===== src/rtl/pipe_stage_reg_pkg.sv =====
`default_nettype none
// ============================================================================
//  Module  : pipe_stage_reg_pkg
//  Purpose : Shared constants and types for the MiniMIPS32 inter-stage
//            pipeline registers: stall bus width, STOP/NOSTOP encodings,
//            PC reset/zero words, stage indices and the per-edge action code.
//  Rev     : 1.0  initial release
// ============================================================================
package pipe_stage_reg_pkg;

    localparam int          STALL_BUS = 6;
    localparam int          ADDR_BUS  = 32;

    localparam logic        STOP      = 1'b1;
    localparam logic        NOSTOP    = 1'b0;

    localparam logic [31:0] PC_INIT   = 32'h0000_0000;
    localparam logic [31:0] ZERO_WORD = 32'h0000_0000;

    localparam int          STG_IF    = 0;
    localparam int          STG_ID    = 1;
    localparam int          STG_EXE   = 2;
    localparam int          STG_MEM   = 3;
    localparam int          STG_WB    = 4;

    // What the stage register does on the next rising edge (reset excluded,
    // it is handled directly in the register process).
    typedef enum logic [2:0] {
        ACT_HOLD    = 3'd0,
        ACT_FLUSH   = 3'd1,
        ACT_BUBBLE  = 3'd2,
        ACT_DISCARD = 3'd3,
        ACT_LOAD    = 3'd4
    } stage_act_e;

endpackage : pipe_stage_reg_pkg
`default_nettype wire


===== src/rtl/pipe_sat_counter.sv =====
`default_nettype none
// ============================================================================
//  Module  : pipe_sat_counter
//  Purpose : Saturating up-counter used for pipeline performance statistics.
//  Ports   : clk   - clock
//            clr   - synchronous clear (highest priority)
//            inc   - count enable; count sticks at all-ones
//            count - current value
//  Rev     : 1.0  initial release
// ============================================================================
module pipe_sat_counter #(
    parameter int WIDTH = 16
) (
    input  logic             clk,
    input  logic             clr,
    input  logic             inc,
    output logic [WIDTH-1:0] count
);

    logic [WIDTH-1:0] r_count;

    always_ff @(posedge clk) begin
        if (clr) begin
            r_count <= '0;
        end else if (inc && (r_count != {WIDTH{1'b1}})) begin
            r_count <= r_count + 1'b1;
        end
    end

    assign count = r_count;

endmodule : pipe_sat_counter
`default_nettype wire


===== src/rtl/pipe_stage_reg.sv =====
`default_nettype none
// ============================================================================
//  Module  : pipe_stage_reg
//  Purpose : Generic inter-stage pipeline register (IF/ID, ID/EXE, EXE/MEM,
//            MEM/WB) with bubble insertion, flush and an optional sticky
//            flush that drops the stale upstream instruction released after
//            a stall.
//  Ports   : cpu_clk_50M, cpu_rst      - clock, synchronous active-high reset
//            in_pc/in_data/in_valid    - upstream stage
//            stall                     - stall vector (1 = STOP)
//            flush                     - exception/redirect flush
//            out_pc/out_data/out_valid - registered downstream stage
//            flush_pend                - sticky flush pending
//            perf_stall_cnt/perf_bubble_cnt - only with PIPE_STAGE_PERF_EN
//  Config  : `define PIPE_STAGE_PERF_EN adds saturating hold/bubble counters.
//  Rev     : 1.0  initial release
// ============================================================================
module pipe_stage_reg
    import pipe_stage_reg_pkg::*;
#(
    parameter int                 ADDR_W       = ADDR_BUS,
    parameter int                 DATA_W       = 32,
    parameter int                 STALL_W      = STALL_BUS,
    parameter int                 STAGE_IDX    = STG_ID,
    parameter logic [ADDR_W-1:0]  RESET_PC     = ADDR_W'(PC_INIT),
    parameter logic [ADDR_W-1:0]  BUBBLE_PC    = ADDR_W'(ZERO_WORD),
    parameter int                 FLUSH_STICKY = 1
) (
    input  logic                cpu_clk_50M,
    input  logic                cpu_rst,
    input  logic [ADDR_W-1:0]   in_pc,
    input  logic [DATA_W-1:0]   in_data,
    input  logic                in_valid,
    input  logic [STALL_W-1:0]  stall,
    input  logic                flush,
    output logic [ADDR_W-1:0]   out_pc,
    output logic [DATA_W-1:0]   out_data,
    output logic                out_valid,
    output logic                flush_pend
`ifdef PIPE_STAGE_PERF_EN
    ,
    output logic [15:0]         perf_stall_cnt,
    output logic [15:0]         perf_bubble_cnt
`endif
);

    localparam logic c_sticky_en = (FLUSH_STICKY != 0);

    logic [ADDR_W-1:0] r_pc;
    logic [DATA_W-1:0] r_data;
    logic              r_valid;
    logic              r_flush_pend;

    logic              w_up;
    logic              w_dn;
    stage_act_e        w_act;
    logic              w_stall_unused;

    assign w_up           = (stall[STAGE_IDX]   == STOP);
    assign w_dn           = (stall[STAGE_IDX+1] == STOP);
    // Only two bits of the stall bus belong to this boundary.
    assign w_stall_unused = ^stall;

    always_comb begin
        w_act = ACT_HOLD;
        if (flush) begin
            w_act = ACT_FLUSH;
        end else if (w_up && !w_dn) begin
            w_act = ACT_BUBBLE;
        end else if (!w_up && r_flush_pend) begin
            // Upstream was stalled when the flush hit, so what it releases
            // now is the pre-flush instruction: drop it.
            w_act = ACT_DISCARD;
        end else if (!w_up) begin
            // up=0/dn=1 is a controller error and is deliberately a load.
            w_act = ACT_LOAD;
        end
    end

    always_ff @(posedge cpu_clk_50M) begin
        if (cpu_rst) begin
            r_pc         <= RESET_PC;
            r_data       <= '0;
            r_valid      <= 1'b0;
            r_flush_pend <= 1'b0;
        end else begin
            case (w_act)
                ACT_FLUSH: begin
                    r_pc         <= RESET_PC;
                    r_data       <= '0;
                    r_valid      <= 1'b0;
                    r_flush_pend <= c_sticky_en & w_up;
                end
                ACT_BUBBLE: begin
                    r_pc    <= BUBBLE_PC;
                    r_data  <= '0;
                    r_valid <= 1'b0;
                end
                ACT_DISCARD: begin
                    r_pc         <= BUBBLE_PC;
                    r_data       <= '0;
                    r_valid      <= 1'b0;
                    r_flush_pend <= 1'b0;
                end
                ACT_LOAD: begin
                    r_pc    <= in_pc;
                    r_data  <= in_data;
                    r_valid <= in_valid;
                end
                default: begin
                    // hold everything
                end
            endcase
        end
    end

    assign out_pc     = r_pc;
    assign out_data   = r_data;
    assign out_valid  = r_valid;
    assign flush_pend = r_flush_pend;

`ifdef PIPE_STAGE_PERF_EN
    logic w_inc_stall;
    logic w_inc_bubble;

    assign w_inc_stall  = !cpu_rst && (w_act == ACT_HOLD);
    assign w_inc_bubble = !cpu_rst && ((w_act == ACT_BUBBLE) || (w_act == ACT_DISCARD));

    pipe_sat_counter #(.WIDTH(16)) u_stall_cnt (
        .clk   (cpu_clk_50M),
        .clr   (cpu_rst),
        .inc   (w_inc_stall),
        .count (perf_stall_cnt)
    );

    pipe_sat_counter #(.WIDTH(16)) u_bubble_cnt (
        .clk   (cpu_clk_50M),
        .clr   (cpu_rst),
        .inc   (w_inc_bubble),
        .count (perf_bubble_cnt)
    );
`endif

`ifndef SYNTHESIS
    generate
        if (STAGE_IDX + 1 >= STALL_W) begin : g_idx_check
            $error("pipe_stage_reg: STAGE_IDX+1 must be below STALL_W");
        end
    endgenerate

    always_ff @(posedge cpu_clk_50M) begin
        if (!cpu_rst) begin
            assert (!(!w_up && w_dn))
                else $warning("pipe_stage_reg: non-monotonic stall (up=0, dn=1)");
        end
    end
`endif

endmodule : pipe_stage_reg
`default_nettype wire

===== config.mk =====
export PLATFORM = sky130hd
export DESIGN_NAME = pipe_stage_reg
export DESIGN_NICKNAME = d
export VERILOG_FILES = /design/src/rtl/pipe_stage_reg_pkg.sv /design/src/rtl/pipe_sat_counter.sv /design/src/rtl/pipe_stage_reg.sv
export SDC_FILE = /design/constraint.sdc
export NUM_CORES = 1
export LEC_CHECK = 0
export ABC_AREA = 1
export CAP_MARGIN = 20
export CORE_UTILIZATION = 36
export CTS_BUF_LIST = sky130_fd_sc_hd__clkbuf_2
export CTS_CLUSTER_DIAMETER = 50
export DETAILED_ROUTE_END_ITERATION = 8
export PLACE_DENSITY = 0.77
export SETUP_SLACK_MARGIN = 0.05
export SLEW_MARGIN = 40
export SYNTH_ARGS = -nofsm -noshare
export SYNTH_HDL_FRONTEND = slang
export SYNTH_SLANG_ARGS = --single-unit

===== constraint.sdc =====
create_clock -name cpu_clk_50M -period 1.05 [get_ports cpu_clk_50M]
set_clock_uncertainty 0.1 [all_clocks]
set_input_delay 0.105 -clock cpu_clk_50M [delete_from_list [all_inputs] [get_ports cpu_clk_50M]]
set_output_delay 0.105 -clock cpu_clk_50M [all_outputs]
set_load 0.1 [all_outputs]

After elaboration in Yosys (flattened, before gate mapping)
Index checks and enable logic that the tools add are counted.

cells by class
  equal/unequal tests = 4
  mux-type cells = 8
  reduce and logical (&&, ||, !) cells = 7

operators by type and width
  kind                  number
  $pmux W32 S2          2
  $mux W3               4
  $eq A3 B2 Y1 const B  2
  $pmux W1 S2           2
  $reduce_bool A2 Y1    2
  $eq A3 B1 Y1 const B  1
  $eq A3 B3 Y1 const B  1
  $reduce_or A3 Y1      1
  $logic_and A1 B1 Y1   2
  $logic_not A1 Y1      2

word-level totals
  flip-flop bits (word level) = 66
  input bits = 74
  output and inout port bits = 66
  word-level logic and storage cells = 23

Depth between registers and ports, before layout
Gate-level depths: netlist (run 1).

  depth after elaboration = 8
  mapped depth = 5
  depth with buffers taken out = 3

Least setup slack after synthesis (run 1)
No wires, ideal clock.

  path type = register -> register
  from = register r_flush_pend (netlist: flush_pend)
  to = register r_data[14] (netlist: out_data[14])
  setup time = 0.132 ns
  data arrival time = 1.494 ns
  required time = 0.818 ns
  setup slack = -0.676 ns
  cell stages (with the launch flop) = 6
  path buffers = 2
  clock period less this slack = 1.726 ns
  cell sequence = dfxtp_1 nor2_2 buf_6 buf_4 nand3_1 a21oi_1

on the way
  longest elaborated chain between the ends = 7
  elaborated cells on any way between the ends = 11
  classes of those cells = eq/ne: 4; mux: 4; reduce/logical: 3

ends and longest elaborated chain
  element                                                    line                   text
  from (decl)                                                pipe_stage_reg.sv:52   logic r_flush_pend;
  from (signal assigned)                                     pipe_stage_reg.sv:92   r_flush_pend <= c_sticky_en & w_up;
  $logic_and A1 B1 Y1 *                                      pipe_stage_reg.sv:70   end else if (!w_up && r_flush_pend) begin
  $mux W3 *                                                  pipe_stage_reg.sv:70
  $mux W3 *                                                  pipe_stage_reg.sv:68   end else if (w_up && !w_dn) begin
  $mux W3 *                                                  pipe_stage_reg.sv:66   if (flush) begin
  $eq A3 B2 Y1 / $eq A3 B1 Y1 (equally long branches)        pipe_stage_reg.sv:87   case (w_act)
  $reduce_or A3 Y1 (no source line)                          --
  $pmux W32 S2 / $reduce_bool A2 Y1 (equally long branches)  --
  to (signal assigned)                                       pipe_stage_reg.sv:107  r_data <= in_data;
  to (decl)                                                  pipe_stage_reg.sv:50   logic [DATA_W-1:0] r_data;

Mark *: on every way between the ends. The rest lies on a longest branch, timed or not.
A chain may end at the register's enable or synchronous reset.

Worst setup path in the final report (run 1)
  from = register r_flush_pend (netlist: flush_pend)
  to = register r_data[10] (netlist: out_data[10])

Same word-level chain as after synthesis.

==> metrics.csv, run 1 <==
stage;metric;value;unit
layout;Nets;533;
drt;Via density;5.86;
layout;Final Util;0.860;
drt;via count;3274;
clock_tree;Root Driver;clkbuf_2;
timing;worst-margin pin slew;0.328;ns
power;Final Power;5.85;mW
grt;first-pass GRT wire length;15000;microns
yosys;Cells after Synth;307;
grt;vias in the first global route;3045;
floorplan;Core Area;6940;sq um
layout;Multi-input gate area;1710;sq um
timing;minimum clock period;1.43;ns
job;Max-Cap Viols;0;
yosys;yosys warns;0;
critical_path;crit path capture type;flop;
drt;DRC Markers;0;
critical_path;crit-path max FO;8;
drt;detailed-route wire length;11600;microns
status;failing checks;setup timing;
layout;# fillers;327;
power;pwr/cell area;980;nW/um^2
drt;Antenna Nets Post-Route;0;
critical_path;CP Launch Type;flop;
layout;Reg area;1430;sq um
floorplan;row count;30;
critical_path;slowest cell delay on critical path;0.38;ns
grt;Total GRT Usage;0.255;
timing;WHS;0.0574;ns
yosys;Post-Syn Area;2640;sq um
clock_tree;level count of the clock H-tree;3;
layout;Antenna Diode Count;0;
critical_path;Critical Path Slowest Stage Cell;dfxtp_4;
timing;RSZ-0062 raised after global routing;yes;
critical_path;Crit path arrival time;1.75;ns
clock_tree;maximum buffer depth of the clock tree;2;
yosys;Yosys cell types;12;
timing;final setup fails;132;
timing;Final Max Tran Viols;0;
yosys;Yosys reg bits;66;
critical_path;WS Path Type;flop to flop;
floorplan;chip height;87.6;microns
critical_path;crit-path most repeated cell;buf_12;
layout;final non-filler cell total;559;
placement;dpl hpwl;5820;microns
grt;antenna violations before repair;0;
placement;Placer Congestion;0.743;
layout;P&R area growth vs syn;126;%
drt;DRT Pass-1 Iters;4;
clock_tree;CTS tree;built;
floorplan;num ports;140;
power;peak supply drop;0.797;mV
critical_path;CP required;1.37;ns
timing;final setup margin;-0.385;ns
floorplan;die area;7680;sq um
status;status;complete, but fails checks;
grt;GR Overflow Total;0;
yosys;Seq/Total Area, Yosys;0.500;
yosys;Syn Area/Cell;8.60;sq um
yosys;syn nets;381;
layout;share of layout cells above drive strength 1;0.648;
drt;average routed wire per standard cell;20.8;microns
critical_path;cell family with most CP delay;buffers and inverters;
timing;f_max;697;MHz
clock_tree;clock slew at reported path FFs;0.18;ns
floorplan;initial core utilization;0.380;
power;Pleak;2.02;nW
critical_path;number of buffers and inverters on the critical path;3;
placement;Port Buffers;135;
clock_tree;Skew-Pair Late Insertion Delay;0.49;ns
timing;final worst path period share;1.37;
grt;largest net degree at the start of global routing;50;
drt;DRT iter0 DRCs;129;
clock_tree;CTS sink cnt;66;
clock_tree;CTS buffer count;9;
critical_path;CP cell instances;buf_6, nor2_4, buf_12, buf_12, nand3_1, a21oi_1;
worst_hold_path;Min-Delay Path Class;input port to flop;
floorplan;Die Span X;87.6;microns
timing;headroom to the max-slew limit;0.781;
timing;Hold Violations, Final;0;
placement;Placed Cells;512;
==> registers in the layout, indices dropped and copies added, names as in the netlist <==
register / flops
out_data: 32
out_pc: 32
flush_pend: 1
out_valid: 1
==> stage by stage <==
stage                     setup slack, ns  cell area [sq um]  setup TNS [ns]
final                              -0.385               5970          -32.58
after global routing               -0.400               5970          -37.86
after detailed placement           -0.413               4880          -24.40
after floorplan                    -0.136               2760           -6.52
after global placement             -0.353               4880          -21.83
after CTS                          -0.301               5410          -30.30
==> path summary, 6_finish.rpt <==
| check | from | endpoint | slack (ns) | cells after the start |
|---|---|---|---|---|
| worst min register to register | out_data[28] | out_data[28] | 0.42 | 2 |
| worst min-delay path | in_pc[4] | out_pc[4] | 0.06 | 3 |
| worst max register to register | flush_pend | out_data[10] | -0.38 | 6 |
| worst max-delay path | flush_pend | out_data[10] | -0.38 | 6 |
==> cells by family (layout without fill, tap and decap cells) <==
kind of cell / Yosys count / in the layout / share of synthesized area
buffers and inverters: 44 / 200 / 0.0948
AND/OR/NAND/NOR: 132 / 132 / 0.282
AO/OA/AOI/OAI: 65 / 65 / 0.123
flip-flops: 66 / 66 / 0.500
==> report_power, final <==
group,switching (mW),internal (mW),total [mW]
registers,0.0837,2.57,2.66
logic,1.14,0.837,1.98
clock network,0.889,0.326,1.22
total,2.12,3.74,5.85
==> repair_timing <==
action                     CTS  global route
hold endpoints to repair    66             0
cloned                       5             2
pin swaps                    6            41
hold buffers                 5             0
setup buffers               15            11
setup endpoints to repair  132           132
gates resized for setup     34           114
==> cell usage after synthesis <==
master / n / share of area
buf_6: 3 / 0.013
buf_1: 3 / 0.0043
inv_2: 2 / 0.0028
nor2_2: 1 / 0.0024
a21oi_1: 65 / 0.12
nand4_1: 65 / 0.15
clkbuf_1: 6 / 0.0085
buf_2: 20 / 0.038
dfxtp_1: 66 / 0.50
buf_4: 10 / 0.028
nor3_1: 1 / 0.0019
nand3_1: 65 / 0.12
==> placed cells by master (no fill, tap or decap), types with 11 or more instances in the layout <==
| cell type | synthesis | final |
|---|---|---|
| clkdlybuf4s50_1 | 0 | 66 |
| a21oi_2 | 0 | 49 |
| nand3_2 | 0 | 34 |
| nand4_1 | 65 | 65 |
| dfxtp_2 | 0 | 55 |
| buf_12 | 0 | 83 |
| buf_4 | 10 | 21 |
| nand3_4 | 0 | 22 |
| clkbuf_2 | 0 | 13 |
| dfxtp_4 | 0 | 11 |
| a21oi_1 | 65 | 16 |
==> tightest hold or removal path, cell delays in order <==
cell and delay [ns]:
clkdlybuf4s50_1 0.42, nand3_2 0.08, a21oi_2 0.04
==> layout make-up <==
type / instances / share of cell area
Clock inverter: 2 / 0.00126
Tap cell: 96 / 0.0201
Timing Repair Buffer: 183 / 0.440
Inverter: 2 / 0.00126
Clock buffer: 13 / 0.0109
Sequential cell: 66 / 0.240
Multi-Input combinational cell: 197 / 0.287
==> per-layer routing <==
| metal | GRT usage | part of all wire |
|---|---|---|
| met2 | 0.447 | 0.53 |
| met5 | 0 | 0 |
| met1 | 0.294 | 0.38 |
| met3 | 0.0584 | 0.063 |
| met4 | 0.119 | 0.033 |
No activity file was read; power rests on OpenSTA's default activity.
==> inputs of run 2 (changes only) <==
SLEW_MARGIN = default   (was 40)
==> results of run 2 <==
Same layout as run 1: the final DEF is identical, and so are final timing and power.
==> inputs of run 3 (changes only) <==
CTS_CLUSTER_SIZE = 25   (was default)
==> results of run 3 <==
Same layout as run 1: the final DEF is identical, and so are final timing and power.
